### config.mk
export PLATFORM = sky130hd
export DESIGN_NAME = syscall_print_queue
export DESIGN_NICKNAME = d
export VERILOG_FILES = /design/src/rtl/syscall_print_queue.sv
export SDC_FILE = /design/constraint.sdc
export NUM_CORES = 1
export LEC_CHECK = 0
export CAP_MARGIN = 20
export CORE_ASPECT_RATIO = 0.6
export CORE_MARGIN = 3
export CORE_UTILIZATION = 37
export DETAILED_ROUTE_END_ITERATION = 10
export MAX_ROUTING_LAYER = met4
export SLEW_MARGIN = 30
export SYNTH_ARGS = -nofsm -noshare
export SYNTH_HDL_FRONTEND = slang
export SYNTH_SLANG_ARGS = --single-unit
### constraint.sdc
create_clock -name clk -period 12.6 [get_ports clk]
set_input_delay 3.78 -clock clk [delete_from_list [all_inputs] [get_ports clk]]
set_output_delay 3.78 -clock clk [all_outputs]
set_load 0.05 [all_outputs]
### src/rtl/syscall_print_queue.sv
// Print-syscall FIFO feeding a paced seven-segment display value.
// Ports: clk, rst (async low), en, wb_syscall, v0_data, a0_data in;
//   led_data, shown, fifo_count, empty, full, dropped, exited out.
module syscall_print_queue #(
    parameter int DATA_WIDTH  = 32,
    parameter int DEPTH       = 8,
    parameter int HOLD_CYCLES = 50000000,
    parameter int PRINT_CODE  = 1,
    parameter int EXIT_CODE   = 10
) (
    input  logic                    clk,
    input  logic                    rst,
    input  logic                    en,
    input  logic                    wb_syscall,
    input  logic [DATA_WIDTH-1:0]   v0_data,
    input  logic [DATA_WIDTH-1:0]   a0_data,
    output logic [DATA_WIDTH-1:0]   led_data,
    output logic                    shown,
    output logic [$clog2(DEPTH):0]  fifo_count,
    output logic                    empty,
    output logic                    full,
    output logic                    dropped,
    output logic                    exited
);

    localparam int AW = $clog2(DEPTH);
    localparam int HW = $clog2(HOLD_CYCLES + 1);
    localparam logic [HW-1:0] HOLD_MAX = HW'(HOLD_CYCLES - 1);
    localparam logic [DATA_WIDTH-1:0] PRINT_VAL = DATA_WIDTH'(PRINT_CODE);
    localparam logic [DATA_WIDTH-1:0] EXIT_VAL = DATA_WIDTH'(EXIT_CODE);

    localparam logic [1:0] S_IDLE = 2'd0;
    localparam logic [1:0] S_SHOW = 2'd1;
    localparam logic [1:0] S_WAIT = 2'd2;

    logic [DATA_WIDTH-1:0] r_mem [DEPTH];
    logic [AW-1:0]         r_wr_ptr;
    logic [AW-1:0]         r_rd_ptr;
    logic [AW:0]           r_count;
    logic [1:0]            r_state;
    logic [HW-1:0]         r_hold;
    logic [DATA_WIDTH-1:0] r_led;
    logic                  r_dropped;
    logic                  r_exited;

    logic w_empty;
    logic w_full;
    logic w_pop;
    logic w_push_req;
    logic w_exit_req;
    logic w_push;
    logic w_drop;

    assign w_empty = (r_count == '0);
    assign w_full  = (r_count == (AW+1)'(DEPTH));

    // Pop only from registered state, so a push into an empty queue
    // reaches the display one edge later, never the same edge.
    assign w_pop = !w_empty && (r_state != S_SHOW || r_hold == '0);

    assign w_push_req = en && wb_syscall && (v0_data == PRINT_VAL) && !r_exited;
    assign w_exit_req = en && wb_syscall && (v0_data == EXIT_VAL);

    // A full queue still takes a push when a pop frees a slot this edge.
    assign w_push = w_push_req && (!w_full || w_pop);
    assign w_drop = w_push_req && w_full && !w_pop;

    always_ff @(posedge clk) begin
        if (w_push) begin
            r_mem[r_wr_ptr] <= a0_data;
        end
    end

    always_ff @(posedge clk or negedge rst) begin
        if (!rst) begin
            r_wr_ptr <= '0;
            r_rd_ptr <= '0;
            r_count  <= '0;
        end else begin
            if (w_push) begin
                r_wr_ptr <= r_wr_ptr + AW'(1);
            end
            if (w_pop) begin
                r_rd_ptr <= r_rd_ptr + AW'(1);
            end
            unique case ({w_push, w_pop})
                2'b10:   r_count <= r_count + (AW+1)'(1);
                2'b01:   r_count <= r_count - (AW+1)'(1);
                default: r_count <= r_count;
            endcase
        end
    end

    always_ff @(posedge clk or negedge rst) begin
        if (!rst) begin
            r_state <= S_IDLE;
            r_hold  <= '0;
            r_led   <= '0;
        end else if (w_pop) begin
            r_led   <= r_mem[r_rd_ptr];
            r_hold  <= HOLD_MAX;
            r_state <= S_SHOW;
        end else if (r_state == S_SHOW) begin
            if (r_hold != '0) begin
                r_hold <= r_hold - HW'(1);
            end else begin
                r_state <= S_WAIT;
            end
        end
    end

    always_ff @(posedge clk or negedge rst) begin
        if (!rst) begin
            r_dropped <= 1'b0;
            r_exited  <= 1'b0;
        end else begin
            if (w_drop) begin
                r_dropped <= 1'b1;
            end
            if (w_exit_req) begin
                r_exited <= 1'b1;
            end
        end
    end

    assign led_data   = r_led;
    assign shown      = (r_state != S_IDLE);
    assign fifo_count = r_count;
    assign empty      = w_empty;
    assign full       = w_full;
    assign dropped    = r_dropped;
    assign exited     = r_exited;

endmodule
==> results of run 1 <==
cells by family (layout without fill, tap and decap cells):
logic type                 after synthesis  after routing  synth area share, %
AOI/OAI and AO/OA                       74             74                 3.71
adders and majority gates                6              6                0.641
muxes                                  105            105                 14.4
buffers and inverters                   41            188                 1.29
DFF                                    328            328                 73.7
and+or+nand+nor                        137            137                 5.68
xor gates and xnor gates                 8              8                0.544
worst max-delay path: stages:
cell and delay [ps]:
clkdlybuf4s50_1 430, or4b_2 670, nor3_1 520, o21ai_2 250
or2_1 400, nor3_2 680, buf_4 540
final timing paths:
check	slack, ps	end
worst max-delay path	5510	r_mem[1][19]
worst min-delay path	470	r_hold[23]
worst max register to register	8600	r_mem[1][19]
worst min register to register	470	r_hold[23]
max in group asynchronous	8660	r_rd_ptr[0]
min in group asynchronous	3040	led_data[25]
registers in the layout, summed over array words and instances (netlist names):
name,flops
r_state,2
dropped,1
exited,1
fifo_count,4
r_hold,26
r_rd_ptr,3
led_data,32
r_wr_ptr,3
r_mem,256
per-layer routing:
metal | up-vias | track usage (%) | part of all wire, %
li1 | 3039 | - | -
met1 | 3382 | 23.7 | 52
met2 | 133 | 20.7 | 42
met3 | 33 | 2.53 | 3.9
met4 | 0 | 2.64 | 1.6
met5 | - | - | 0
cell type report:
cell class,instances,area [um2]
clock buffer,42,845
clock inverter,12,90.1
fill,2870,18400
inverter,10,37.5
multi-input combinational,330,3280
sequential,328,9500
tap,459,574
timing repair buffer,124,1330
power groups by stage:
stage,combinational [mW],clock [mW],sequential (mW)
2_1_floorplan,0.000676,0,1.19
3_3_place_gp,0.0371,0,1.19
3_5_place_dp,0.0382,0,1.19
4_1_cts,0.0383,0.896,1.17
5_1_grt,0.0414,0.946,1.17
6_report,0.0374,0.872,1.17
stage by stage:
stage	power, mW	worst slack, ps
floorplan	1.19	4600
global placement	1.23	5020
detailed placement	1.23	4930
CTS	2.10	5520
global route	2.15	5200
finish	2.08	5510
cell usage in the layout, fill, tap and decap left out, types with 9 or more instances in the layout:
cell type        synthesis  layout
clkdlybuf4s50_1          0     107
nand2_1                 52      52
dfrtp_1                 72      69
clkbuf_16                0      31
nor2_1                  25      19
inv_1                   10      10
o21ai_0                 25      25
mux2i_1                 39      39
o21ai_1                 12      12
edfxtp_1               256     256
mux4_2                  64      64
a31oi_1                  9       9
==> summary.txt, run 1 <==
Power and ir drop
  – Power Density: approximately 130 nW/um2
  – Leakage: roughly 5.2 nW
  – VDD IR max: 0.110 mV
  – Clock share of power: 42.0%
  – Psw: 403 uW
  – Internal power: 1.67 mW
  – Combinational power share: 1.8%
  – Reg power frac: 56.2%
  – Switching share of power: between 10% and 20%

Routing
  – Final WL: around 26 mm
  – Drt drc: 0
  – Wire length per cell: 20.1 um
  – Final antenna-violating net count: 0
  – Iter 0 DRT Violations: 565
  – Routed via count: 6587
  – Router iterations before antenna repair: 4
  – Via/cell ratio: roughly 5

Clocking
  – TritonCTS clock tree: done
  – CTS Buf Count: 30
  – Insertion delay to the later sink of the worst-skew pair: 550 ps
  – Max Root-Sink Buffers: 3
  – CTS Sinks: 328
  – Hold Buf Count CTS: 0
  – Setup Fix Bufs, Post-CTS: 0
  – # H-tree levels: 1
  – Post-cts repair resize count: 0
  – Clk root buf: clkbuf_16
  – Worst-path clk slew: ~60 ps

Worst setup path
  – CP Launch Type: input pin
  – Worst EP required: approximately 13000 ps
  – R2r worst-path depth: 7
  – Crit path launch: v0_data[1]
  – Kind of critical path: input pin to flop
  – Reg2reg start: r_hold[11]
  – CP Capture Type: flop
  – Worst EP arrival: around 7300 ps
  – Crit-path max FO: 23

Global route
  – Global route total overflow: 0
  – Vias in the first global route: 6569
  – All-Layer GR Usage: 15.1%
  – Initial antenna violation count: 0
  – Largest net degree at the start of global routing: 67
  – First-pass GRT wire length: 41.2 mm

Placed design
  – Final HPWL from detailed placement: 16.5 mm
  – Routability congestion estimate: 0.752
  – Placed inst area: approximately 15000 um2
  – Post-placement cell count: 1251
  – Port Buffer Count: 108

Floorplanning
  – DIE HEIGHT: 151 um
  – Total I/O pin count: ~110
  – Core ar.: 34000 um2
  – Die area: 37100 um2
  – Rows: 52
  – Initial Util: 37.8%
  – Die width: about 250 um

Final layout
  – Post-layout util: between 40 and 50%
  – Share of layout cells above drive strength 1: 18.2%
  – Fin cells: 1305
  – Finished layout cell area: 15700 um2
  – Area grow syn2layout: 21.6%
  – Final nets: 898
  – # diodes: 0

Logic synthesis
  – Register bit total from synthesis: around 330
  – Share of the synthesized area in the top cell type: 59.7%
  – Netlist cell types: between 50 and 60
  – Largest cells by area after synthesis: edfxtp_1 60%, dfrtp_1 14%, mux4_2 11%, mux2i_1 3.0%, nand2_1 1.5%
  – Synthesized area: 12900 um2
  – Top FF cell, synth: edfxtp_1
  – Synth warn: 0
  – Synth Instances: between 600 and 700
  – Syn nets: about 770
  – Seq/Total Area, Yosys: 73.7%
  – Cell taking the most area after synthesis: edfxtp_1
  – Post-Synthesis Mean Instance Area: about 18 um2
  – Fraction of registers with async set/reset: 22.0%
  – Post-synth EDFFs: about 260
  – Most frequent cell after synthesis: edfxtp_1
  – Top cells by count, synth: 256 x edfxtp_1, 72 x dfrtp_1, 64 x mux4_2, 52 x nand2_1, 39 x mux2i_1

Timing
  – Clock skew: ~13 ps
  – Final Hold Viols: 0
  – Crit share post-route: 56.3%
  – Fmax: 141 MHz
  – Setup_tns: 0 ps
  – WHS: 473 ps
  – RSZ-0062 raised after global routing: no
  – Max-slew violations: 0
  – Final setup viols: 0
  – Slew margin rel.: between 40% and 50%
  – Worst-Margin Slew: 854 ps
  – Post-layout minimum cycle time: approximately 7100 ps

Status
  – Status: finished clean

Hold path
  – Hold Crit Depth: 1
  – HP Start: r_hold[23]
  – Min-delay worst type: flop to flop

Job
  – Max-Cap Viols: 0
No activity file was read; power rests on OpenSTA's default activity.
==> run 2: changes to the inputs <==
clock period = 5.74 ns   (was 12.6 ns; I/O delays follow)
==> summary.txt, run 2 (synthesis results as in run 1) <==
Worst setup path
  – Kind of critical path: input pin to flop
  – R2r worst-path depth: 7 (unchanged)
  – CP Launch Type: input pin
  – Crit-path max FO: 19 (-17%)
  – Reg2Reg Capture Point: r_mem[5][6]
  – CP Capture Type: flop
  – Worst EP required: 5980 ps (-6820 ps)
  – Reg2reg start: r_hold[11]
  – Worst EP arrival: 4810 ps (-2480 ps)
  – FF-to-FF setup slack: 2200 ps (-6400 ps)

Clocking
  – Clk root buf: clkbuf_16
  – # H-tree levels: 1 (unchanged)
  – TritonCTS clock tree: done
  – Insertion delay to the later sink of the worst-skew pair: 550 ps (about the same)
  – Max Root-Sink Buffers: 3 (unchanged)
  – Post-cts repair resize count: 0 (unchanged)
  – CTS Sinks: 328 (unchanged)
  – CTS Buf Count: 29 (-3.3%)
  – Worst-path clk slew: 60 ps (about the same)
  – Setup Fix Bufs, Post-CTS: 0 (unchanged)
  – Hold Buf Count CTS: 0 (unchanged)

Timing
  – Setup_tns: 0 ps (unchanged)
  – Clock skew: 16.5 ps (+3.81 ps)
  – Max-slew violations: 0 (unchanged)
  – Slew margin rel.: 44.7% (+1.9 points)
  – RSZ-0062 raised after global routing: no
  – Fmax: 219 MHz
  – Final setup margin: 1170 ps (-4330 ps)
  – Final setup viols: 0 (unchanged)
  – Post-layout minimum cycle time: between 4000 and 5000 ps
  – WHS: 479 ps (+5.72 ps)
  – Worst-Margin Slew: 830 ps (-23.8 ps)
  – Crit share post-route: about four fifths
  – Final Hold Viols: 0 (unchanged)

Routing
  – Final antenna-violating net count: 0 (unchanged)
  – Via/cell ratio: 5.06 (+0.29%)
  – Router iterations before antenna repair: 4 (unchanged)
  – Routed via count: 6596 (+0.14%)
  – Final WL: 26.4 mm (+0.81%)
  – Iter 0 DRT Violations: 433 (-23%)
  – Drt drc: 0 (unchanged)
  – Wire length per cell: 20.3 um (+0.97%)

Global route
  – All-Layer GR Usage: 15.1% (+0.055 points)
  – Vias in the first global route: 6727 (+2.4%)
  – First-pass GRT wire length: 41.4 mm (+0.52%)
  – Initial antenna violation count: 1 (+1)
  – Global route total overflow: 0 (unchanged)
  – Largest net degree at the start of global routing: 76 (+13%)

Floorplanning
  – Core ar.: 34000 um2 (unchanged)
  – Initial Util: 37.8% (unchanged)
  – Total I/O pin count: 109 (unchanged)
  – DIE HEIGHT: 151 um (unchanged)
  – Rows: 52 (unchanged)
  – Die area: 37100 um2 (unchanged)
  – Die width: 247 um (unchanged)

Final layout
  – Most frequent cells in the layout: 256 x edfxtp_1, 107 x clkdlybuf4s50_1, 69 x dfrtp_1
  – Max reg flops: 256 (unchanged)
  – Area grow syn2layout: 21.9%
  – Biggest register: r_mem
  – Share of layout cells above drive strength 1: 18.3% (+0.065 points)
  – Final nets: 895 (-0.33%)
  – Finished layout cell area: 15700 um2 (+0.32%)
  – Commonest non-fill, non-tap cell in the layout: edfxtp_1

Placed design
  – Placed inst area: 14600 um2 (-0.77%)
  – Port Buffer Count: 108 (unchanged)
  – Final HPWL from detailed placement: 16.2 mm (-1.4%)
  – Routability congestion estimate: 0.722 (-3.9%)
  – DP Worst Slack: 609 ps (-4330 ps)

Hold path
  – Hold Crit Depth: 2 (+1)
  – Min-delay worst type: flop to flop
  – Hold Crit Endpoint: led_data[7]
  – HP Start: led_data[7]

Power and ir drop
  – VDD IR max: 0.207 mV (+88%)
  – Leakage: 5.24 nW (+0.36%)
  – Power Density: 305 nW/um2 (+130%)
  – Tot Pwr: 4.79 mW (+130%)

Job
  – Max-Cap Viols: 0 (unchanged)

Status
  – Status: finished clean
## run 2: layout make-up
type,instances,area (um2)
fill,2912,18300
sequential,328,9500
multi-input combinational,330,3290
timing repair buffer,122,1230
clock buffer,33,761
tap,459,574
clock inverter,20,302
inverter,10,37.5
antenna,1,2.50
## run 2: worst max-delay path, stage by stage
cell and delay, ps:
clkdlybuf4s50_1 410, or4b_2 670, nor3_1 520, o21ai_2 240, or2_1 420, nor2_4 540
buf_12 270
## run 2: worst max path at each step
stage | from | end
final | v0_data[1] | r_mem[5][6]
after global routing | v0_data[1] | r_mem[5][9]
after CTS | v0_data[1] | r_mem[5][2]
after detailed placement | v0_data[1] | r_mem[5][2]
after global placement | v0_data[1] | r_mem[5][3]
after floorplan | v0_data[1] | r_mem[7][0]
## run 2: where the power goes
part / switching [mW] / internal, mW / total [mW]
combinational: 0.0401 / 0.0412 / 0.0813
sequential: 0.0000000000133 / 2.56 / 2.56
clock: 0.840 / 1.31 / 2.15
total: 0.880 / 3.91 / 4.79
## run 2: per-stage QoR
| stage | std cells | utilization, % |
|---|---|---|
| after floorplan | 699 | - |
| after global placement | 1247 | 42.9 |
| after detailed placement | 1247 | 42.9 |
| after CTS | 1300 | 46.0 |
| after global routing | 1303 | 46.1 |
| final | 1303 | 46.1 |
## run 2: per-layer routing
layer / GRT usage [%] / part of all wire (%) / vias to the layer above
met5: - / 0 / -
met4: 2.49 / 1.5 / 0
met3: 2.62 / 4.1 / 33
met2: 21.2 / 44 / 138
met1: 23.4 / 50 / 3385
li1: - / - / 3040
==> run 3: changes to the inputs <==
clock period = 3.99 ns   (was 5.74 ns; I/O delays follow)
==> summary.txt, run 3 (synthesis results as in run 1) <==
Final layout
  – Fin cells: 1324 (+1.6%)
  – Filler cell count: 2883 (-1.0%)
  – Max reg flops: 256 (unchanged)
  – Finished layout cell area: 15800 um2 (+0.86%)
  – Multi-input gate area: 3290 um2 (unchanged)
  – Final nets: 914 (+2.1%)
  – Area grow syn2layout: 23.0%
  – Commonest non-fill, non-tap cell in the layout: edfxtp_1
  – Share of layout cells above drive strength 1: 19.9% (+1.6 points)
  – Biggest register: r_mem
  – Sequential standard cell area: 9500 um2 (unchanged)
  – Most frequent cells in the layout: 256 x edfxtp_1, 107 x clkdlybuf4s50_1, 69 x dfrtp_1

Worst setup path
  – CP Capture Type: output port
  – Worst EP arrival: 2560 ps (-2250 ps)
  – Kind of critical path: flop to output port
  – Worst EP required: 2790 ps (-3190 ps)
  – CP Launch Type: flop
  – Crit-path max FO: 5 (-14)

Global route
  – Initial antenna violation count: 1 (unchanged)
  – Vias in the first global route: 6765 (+0.56%)
  – All-Layer GR Usage: 14.9% (-0.25 points)
  – Global route total overflow: 0 (unchanged)
  – Largest net degree at the start of global routing: 75 (-1.3%)
  – First-pass GRT wire length: 41.0 mm (-1.0%)

Clocking
  – Setup Fix Bufs, Post-CTS: 0 (unchanged)
  – CTS Sinks: 328 (unchanged)
  – Insertion delay to the later sink of the worst-skew pair: 580 ps (+30 ps)
  – Post-cts repair resize count: 0 (unchanged)
  – Hold Buf Count CTS: 0 (unchanged)
  – TritonCTS clock tree: done
  – CTS Buf Count: 30 (+3.4%)
  – Worst-path clk slew: 60 ps (about the same)
  – Clk root buf: clkbuf_16
  – # H-tree levels: 1 (unchanged)
  – Max Root-Sink Buffers: 3 (unchanged)

Placed design
  – Placed inst area: 14800 um2 (+1.5%)
  – Port Buffer Count: 108 (unchanged)
  – Final HPWL from detailed placement: 16.3 mm (+0.53%)
  – Post-placement cell count: 1267 (+1.6%)
  – Routability congestion estimate: 0.718 (-0.58%)

Power and ir drop
  – Leakage: 5.30 nW (+1.2%)
  – VDD IR max: 0.312 mV (+51%)
  – Power Density: 424 nW/um2 (+39%)

Timing
  – Worst-Margin Slew: 874 ps (+43.9 ps)
  – Slew margin rel.: 41.7% (-2.9 points)
  – Final setup viols: 0 (unchanged)
  – RSZ-0062 raised after global routing: no
  – Clock skew: 24.1 ps (+7.65 ps)
  – Final Hold Viols: 0 (unchanged)
  – Fmax: between 200 and 300 MHz
  – Crit share post-route: 94.2%
  – Post-layout minimum cycle time: 3760 ps
  – Max-slew violations: 0 (unchanged)

Job
  – Max-Cap Viols: 0 (unchanged)

Hold path
  – Min-delay worst type: flop to flop

Routing
  – Router iterations before antenna repair: 5 (+1)
  – Routed via count: 6651 (+0.83%)
  – Final antenna-violating net count: 0 (unchanged)
  – Via/cell ratio: 5.02 (-0.77%)
  – Iter 0 DRT Violations: 468 (+8.1%)
  – Final WL: 26.0 mm (-1.7%)
  – Wire length per cell: 19.6 um (-3.3%)
  – Drt drc: 0 (unchanged)

Floorplanning
  – Die width: 247 um (unchanged)
  – Initial Util: 37.8% (unchanged)
  – Core ar.: 34000 um2 (unchanged)
  – DIE HEIGHT: 151 um (unchanged)
  – Total I/O pin count: 109 (unchanged)
  – Rows: 52 (unchanged)
  – Die area: 37100 um2 (unchanged)

Status
  – Status: finished clean
run 3: changes by cell type in the layout (fill, tap and decap cells not counted), moves of 3 or more:
cell        before  now
buf_4           11   24
bufinv_16        8    4
clkbuf_1         2    6
buf_12           4    8
clkinvlp_4       0    3
run 3: cell type report:
| class | count | share of cell area [%] |
|---|---|---|
| clock buffer | 37 | 4.97 |
| antenna | 1 | 0.0158 |
| multi-input combinational | 330 | 20.8 |
| tap | 459 | 3.63 |
| inverter | 10 | 0.237 |
| timing repair buffer | 140 | 8.98 |
| sequential | 328 | 60.0 |
| clock inverter | 19 | 1.40 |
run 3: path summary, 6_finish.rpt:
path | from | endpoint | slack [ps] | cells after the start
worst max-delay path | fifo_count[0] | empty | 230 | 4
worst min-delay path | led_data[6] | led_data[6] | 480 | 2
worst max register to register | r_hold[11] | fifo_count[3] | 630 | 11
worst min register to register | led_data[6] | led_data[6] | 480 | 2
max in group asynchronous | rst | r_state[0] | 2750 | 2
min in group asynchronous | rst | led_data[1] | 630 | 1
run 3: through the flow:
stage	hold slack (ps)	utilization, %	setup WS, ps	TNS (ps)	power (mW)
final	476	46.5	231	0	6.72
after global routing	502	46.5	39.1	0	6.98
after CTS	487	46.5	210	0	6.80
after detailed placement	473	43.6	67.4	0	3.88
after global placement	453	43.6	105	0	3.87
after floorplan	437	-	-345	-40770	3.76
run 3: report_power, final:
part	internal [mW]	switching (mW)	leakage (nW)	total (mW)
Combinational	0.0596	0.0574	1.70	0.117
Clock	1.67	1.25	0.484	2.92
Sequential	3.69	0.0000000000200	3.12	3.69
run 3: per-layer routing:
metal	vias up	track usage [%]	routed length (um)
met3	37	2.74	1020
met4	0	2.58	345
met2	136	21.0	11300
li1	3070	-	-
met1	3408	22.8	13300
met5	-	-	0
run 3: worst max-delay path, stage by stage, from the launching register on:
cell             delay [ps]
dfrtp_1                 430
nor3_1                  370
nand2b_1                120
inv_1                   220
clkdlybuf4s50_1         870
